<file path="src/rtl/instr_fetch.sv">
// Instruction fetch/issue: one outstanding imem read feeding a {pc, instr} prefetch FIFO.
// Latency: rvalid in cycle N puts the word at the head (ivalid=1) in cycle N+1.
// Backpressure: a fetch is requested only while buffered + in-flight words < DEPTH.

module fifo #(
    parameter int W     = 8,
    parameter int DEPTH = 2
) (
    input  logic                         clk,
    input  logic                         rst_n,
    input  logic                         flush,
    input  logic                         push_vld,
    input  logic [W-1:0]                 push_dat,
    input  logic                         pop_rdy,
    output logic [W-1:0]                 head_dat,
    output logic [$clog2(DEPTH+1)-1:0]   count
);
    localparam int PW = $clog2(DEPTH);

    logic [W-1:0]  mem [DEPTH];
    logic [PW-1:0] wr_ptr;
    logic [PW-1:0] rd_ptr;

    always_ff @(posedge clk or negedge rst_n) begin
        if (!rst_n) begin
            wr_ptr <= '0;
            rd_ptr <= '0;
            count  <= '0;
        end else if (flush) begin
            wr_ptr <= '0;
            rd_ptr <= '0;
            count  <= '0;
        end else begin
            if (push_vld) wr_ptr <= wr_ptr + 1'b1;
            if (pop_rdy)  rd_ptr <= rd_ptr + 1'b1;
            if (push_vld && !pop_rdy)      count <= count + 1'b1;
            else if (!push_vld && pop_rdy) count <= count - 1'b1;
        end
    end

    always_ff @(posedge clk) begin
        if (push_vld && !flush) mem[wr_ptr] <= push_dat;
    end

    assign head_dat = mem[rd_ptr];
endmodule

module instr_fetch #(
    parameter int            n        = 16,
    parameter int            AW       = 16,
    parameter logic [AW-1:0] RESET_PC = '0,
    parameter int            DEPTH    = 2
) (
    input  logic          clk,
    input  logic          rst_n,
    output logic          imem_req,
    output logic [AW-1:0] imem_addr,
    input  logic          imem_gnt,
    input  logic          imem_rvalid,
    input  logic [n-1:0]  imem_rdata,
    output logic          ivalid,
    input  logic          iready,
    output logic [n-1:0]  instr,
    output logic [4:0]    op,
    output logic [AW-1:0] pc,
    input  logic          redirect,
    input  logic [AW-1:0] redirect_pc
);
    localparam int            CW      = $clog2(DEPTH+1);
    localparam logic [CW-1:0] DEPTH_C = CW'(DEPTH);

    typedef enum logic [1:0] {ST_REQ, ST_WAIT, ST_DROP} fetch_state_t;

    fetch_state_t     state_q, state_d;
    logic [AW-1:0]    fetch_pc_q, fetch_pc_d;
    logic [AW-1:0]    req_pc_q;
    logic [CW-1:0]    count;
    logic [AW+n-1:0]  head;
    logic             grant;
    logic             push;
    logic             pop;

    // Requests only issue from REQ, where nothing is in flight, so count alone is the space check.
    assign imem_req  = rst_n && (state_q == ST_REQ) && (count < DEPTH_C);
    assign imem_addr = fetch_pc_q;
    assign grant     = imem_req && imem_gnt && !redirect;
    assign push      = (state_q == ST_WAIT) && imem_rvalid && !redirect;
    assign ivalid    = (count != '0);
    assign pop       = ivalid && iready && !redirect;
    assign instr     = ivalid ? head[n-1:0] : '0;
    assign pc        = ivalid ? head[AW+n-1:n] : '0;
    assign op        = instr[n-1:n-5];

    always_comb begin
        state_d    = state_q;
        fetch_pc_d = fetch_pc_q;
        if (redirect) begin
            fetch_pc_d = redirect_pc;
            // A response still owed must be swallowed before the new stream starts.
            case (state_q)
                ST_WAIT: state_d = imem_rvalid ? ST_REQ : ST_DROP;
                ST_DROP: state_d = imem_rvalid ? ST_REQ : ST_DROP;
                default: state_d = ST_REQ;
            endcase
        end else begin
            case (state_q)
                ST_REQ: begin
                    if (imem_req && imem_gnt) begin
                        state_d    = ST_WAIT;
                        fetch_pc_d = fetch_pc_q + 1'b1;
                    end
                end
                ST_WAIT: if (imem_rvalid) state_d = ST_REQ;
                ST_DROP: if (imem_rvalid) state_d = ST_REQ;
                default: state_d = ST_REQ;
            endcase
        end
    end

    always_ff @(posedge clk or negedge rst_n) begin
        if (!rst_n) begin
            state_q    <= ST_REQ;
            fetch_pc_q <= RESET_PC;
            req_pc_q   <= '0;
        end else begin
            state_q    <= state_d;
            fetch_pc_q <= fetch_pc_d;
            if (grant) req_pc_q <= fetch_pc_q;
        end
    end

    fifo #(
        .W     (AW + n),
        .DEPTH (DEPTH)
    ) u_prefetch (
        .clk      (clk),
        .rst_n    (rst_n),
        .flush    (redirect),
        .push_vld (push),
        .push_dat ({req_pc_q, imem_rdata}),
        .pop_rdy  (pop),
        .head_dat (head),
        .count    (count)
    );
endmodule

</file>
<file path="config.mk">
export PLATFORM = sky130hd
export DESIGN_NAME = instr_fetch
export DESIGN_NICKNAME = d
export VERILOG_FILES = /design/src/rtl/instr_fetch.sv
export SDC_FILE = /design/constraint.sdc
export NUM_CORES = 1
export LEC_CHECK = 0
export CORE_ASPECT_RATIO = 1.4
export CORE_MARGIN = 1.5
export CORE_UTILIZATION = 27
export DETAILED_ROUTE_END_ITERATION = 10
export RECOVER_POWER = 50
export SETUP_SLACK_MARGIN = 0.02
export SLEW_MARGIN = 20
export SYNTH_ARGS = -nofsm -noshare
export SYNTH_HDL_FRONTEND = slang
export SYNTH_SLANG_ARGS = --single-unit
</file>
<file path="constraint.sdc">
create_clock -name clk -period 3.5 [get_ports clk]
set_input_delay 0.875 -clock clk [delete_from_list [all_inputs] [get_ports clk]]
set_output_delay 0.875 -clock clk [all_outputs]
set_load 0.1 [all_outputs]
</file>
==> metrics <==
Clock Path Buffers=2; RSZ-0062 raised after global routing=no; fin crit period=2886 ps; # resized after CTS=0; antenna violations before repair=0; worst vdd ir=217.2 uV; Flop pwr share=49.0%; CP Launch Type=flip-flop; endpoints failing setup=0; Yosys cell types=37; DR WL/cell=15.42 um; CTS tree=yes; Worst Max-Slew Pin Slew=1828 ps; CTS Hold Bufs=0; GP Congestion=0.7731; Worst Path Required=2620 ps; setup TNS=0 ps; routed via count=2711; die width=109.7 um; 1st-pass router iterations=4; Compound-Gate Fraction of Synth Area=3.896%; LEAKAGE=2.032 nW; clock latency on the worst-skew pair=340 ps; commonest non-fill, non-tap cell in the layout=edfxtp_1; top cells by area, synth=edfxtp_1 (45%), dfrtp_1 (22%), mux2i_1 (7.9%), mux2_2 (4.2%), nor2_1 (3.8%); worst hold path type=input pin to asynchronous set/reset pin; core footprint=0.01561 mm^2; clock-pin slew on the worst setup and hold paths=70 ps; WL final=9.420 mm; P_sw=0.9337 mW; most frequent cells in the layout=edfxtp_1 (64), buf_4 (47), nor2_1 (38); Gate Count Post-Synth=319; Mean Syn Cell Area=13.49 um^2; largest family of logic cells by synthesized area=multiplexers; CTS Buf Count=9; async set-reset flop share out of synthesis=37.25%; Inserted Diodes=0; Comb pwr share=18.1%; # IOs=93; largest net degree at the start of global routing=35; critical path class=flip-flop to primary output; Util after Layout=35.83%; Routed Antenna Nets=0; simple logic cell fraction of the synthesized area=10.73%; DRT iter0 DRCs=150; fin crit share=82.46%; DRC viols=0; Synth Net Count=360; area occupied by registers=0.002874 mm^2; post-synthesis register bit count=102; setup bufs post-CTS=0; number of synthesized flops with an enable pin=64; largest area contributor in the netlist=edfxtp_1; IO buf count=92; Starting Density=27.57%; Setup crit end kind=primary output; number of global-route vias before repair=2784; HPWL after detailed placement=6.770 mm; GRT Util Overall=11.87%; H-tree depth=3; Crit Path Max Fanout=24; Post-Synth XOR/XNOR Area=2.443%; CTS root buf=clkbuf_16; fmax=346.5 MHz; Synth Area in Adders=0.8723%; PwrDens=571.1 mW/mm^2; Hold WS=418.1 ps; register area share after synthesis=66.76%; mux cell area share after synthesis=12.10%; vias per cell=4.437; post-synth top area share=44.66%; Worst EP arrival=2010 ps; number of synthesis warnings=0; ys flop type=edfxtp_1; Die ar.=0.01671 mm^2; Sw Ratio=29.23%; synthesized cell area=0.004303 mm^2; worst rel slew slack=-21.88%; area occupied by multi-input gates=0.001328 mm^2; cell internal pwr=2.261 mW; status=finished with violations; MaxCap Viol Count=1; failing checks=max-capacitance violations, max-slew violations; grt total ovfl=0; fill count=1485; first-pass GRT wire length=14.91 mm; CTS Sinks=102; clk_skew=6.780 ps; final hold vios=0; Rows=54; fin nets=451; Max Slew Vio Count=35; worst-case reg-to-reg path depth=7; die height=152.4 um; Clock power frac=32.8%; area grow syn2layout=29.98%; layout cells sized above 1=22.17%
worst max-delay path: stages, from the launching register on:
cell	delay (ps)
dfrtp_2	830
buf_4	290
mux2i_1	200
nor2_1	70
buf_4	260
flip-flops by register name, indices dropped and copies added (netlist names):
name and flops:
imem_addr 16, u_prefetch.mem 64, state_q 2, u_prefetch.count 2, u_prefetch.rd_ptr 1, req_pc_q 16, u_prefetch.wr_ptr 1
cell usage after synthesis, types with 5 or more instances:
| library cell | instances |
|---|---|
| nor2_1 | 43 |
| mux2_2 | 16 |
| inv_1 | 9 |
| nor3_1 | 6 |
| buf_4 | 5 |
| nand4_1 | 6 |
| clkbuf_1 | 11 |
| dfrtp_1 | 38 |
| edfxtp_1 | 64 |
| o21ai_0 | 13 |
| mux2i_1 | 34 |
| nand2_1 | 19 |
| buf_2 | 5 |
| xnor2_1 | 8 |
path summary, 6_finish.rpt:
| check | from | end | slack (ps) |
|---|---|---|---|
| min in group clk | req_pc_q[6] | u_prefetch.mem[1][22] | 470 |
| setup / recovery | u_prefetch.rd_ptr | instr[15] | 610 |
| max in group asynchronous | rst_n | u_prefetch.rd_ptr | 910 |
| hold reg to reg | req_pc_q[6] | u_prefetch.mem[1][22] | 470 |
| hold / removal | rst_n | u_prefetch.wr_ptr | 420 |
| setup reg to reg | state_q[1] | imem_addr[12] | 1410 |
kinds of logic after synthesis:
logic type | count (synthesis)
flip-flops | 102
adder cells (fa/ha/maj) | 3
AND/OR/NAND/NOR | 95
buffers and inverters | 30
AO/OA/AOI/OAI | 27
multiplexers | 50
XOR/XNOR | 12
power by group through the flow:
stage	Combinational, mW	Clock [mW]	Sequential (mW)
6_report	0.579	1.05	1.57
5_1_grt	0.618	1.11	1.59
4_1_cts	0.606	1.07	1.57
3_5_place_dp	0.604	0	1.59
3_3_place_gp	0.593	0	1.58
2_1_floorplan	0.310	0	1.68
layer usage:
layer | track usage, % | vias to the layer above | wire length [um]
met5 | 0 | - | 0
met4 | 5.751 | 0 | 191
met3 | 1.925 | 12 | 305
met2 | 20.29 | 61 | 5044
met1 | 14.20 | 1312 | 3878
li1 | - | 1326 | -
cell type report:
cell class,instances,share of cell area (%)
clock inverters,6,1.544
well taps,196,4.385
repair buffers,101,14.25
multi-input cells,187,23.74
flip-flops and latches,102,51.39
clock buffers,10,4.094
inverters,9,0.6040
stage by stage:
stage	total power, mW	std cells	cell area, um^2	setup WS (ps)
2_1_floorplan	1.991	319	4323	220.4
3_3_place_gp	2.172	595	5339	756.2
3_5_place_dp	2.197	595	5339	759.9
4_1_cts	3.246	611	5654	554.8
5_1_grt	3.309	611	5593	447.2
6_report	3.194	611	5593	613.8
(Power assumes the default switching activity.)
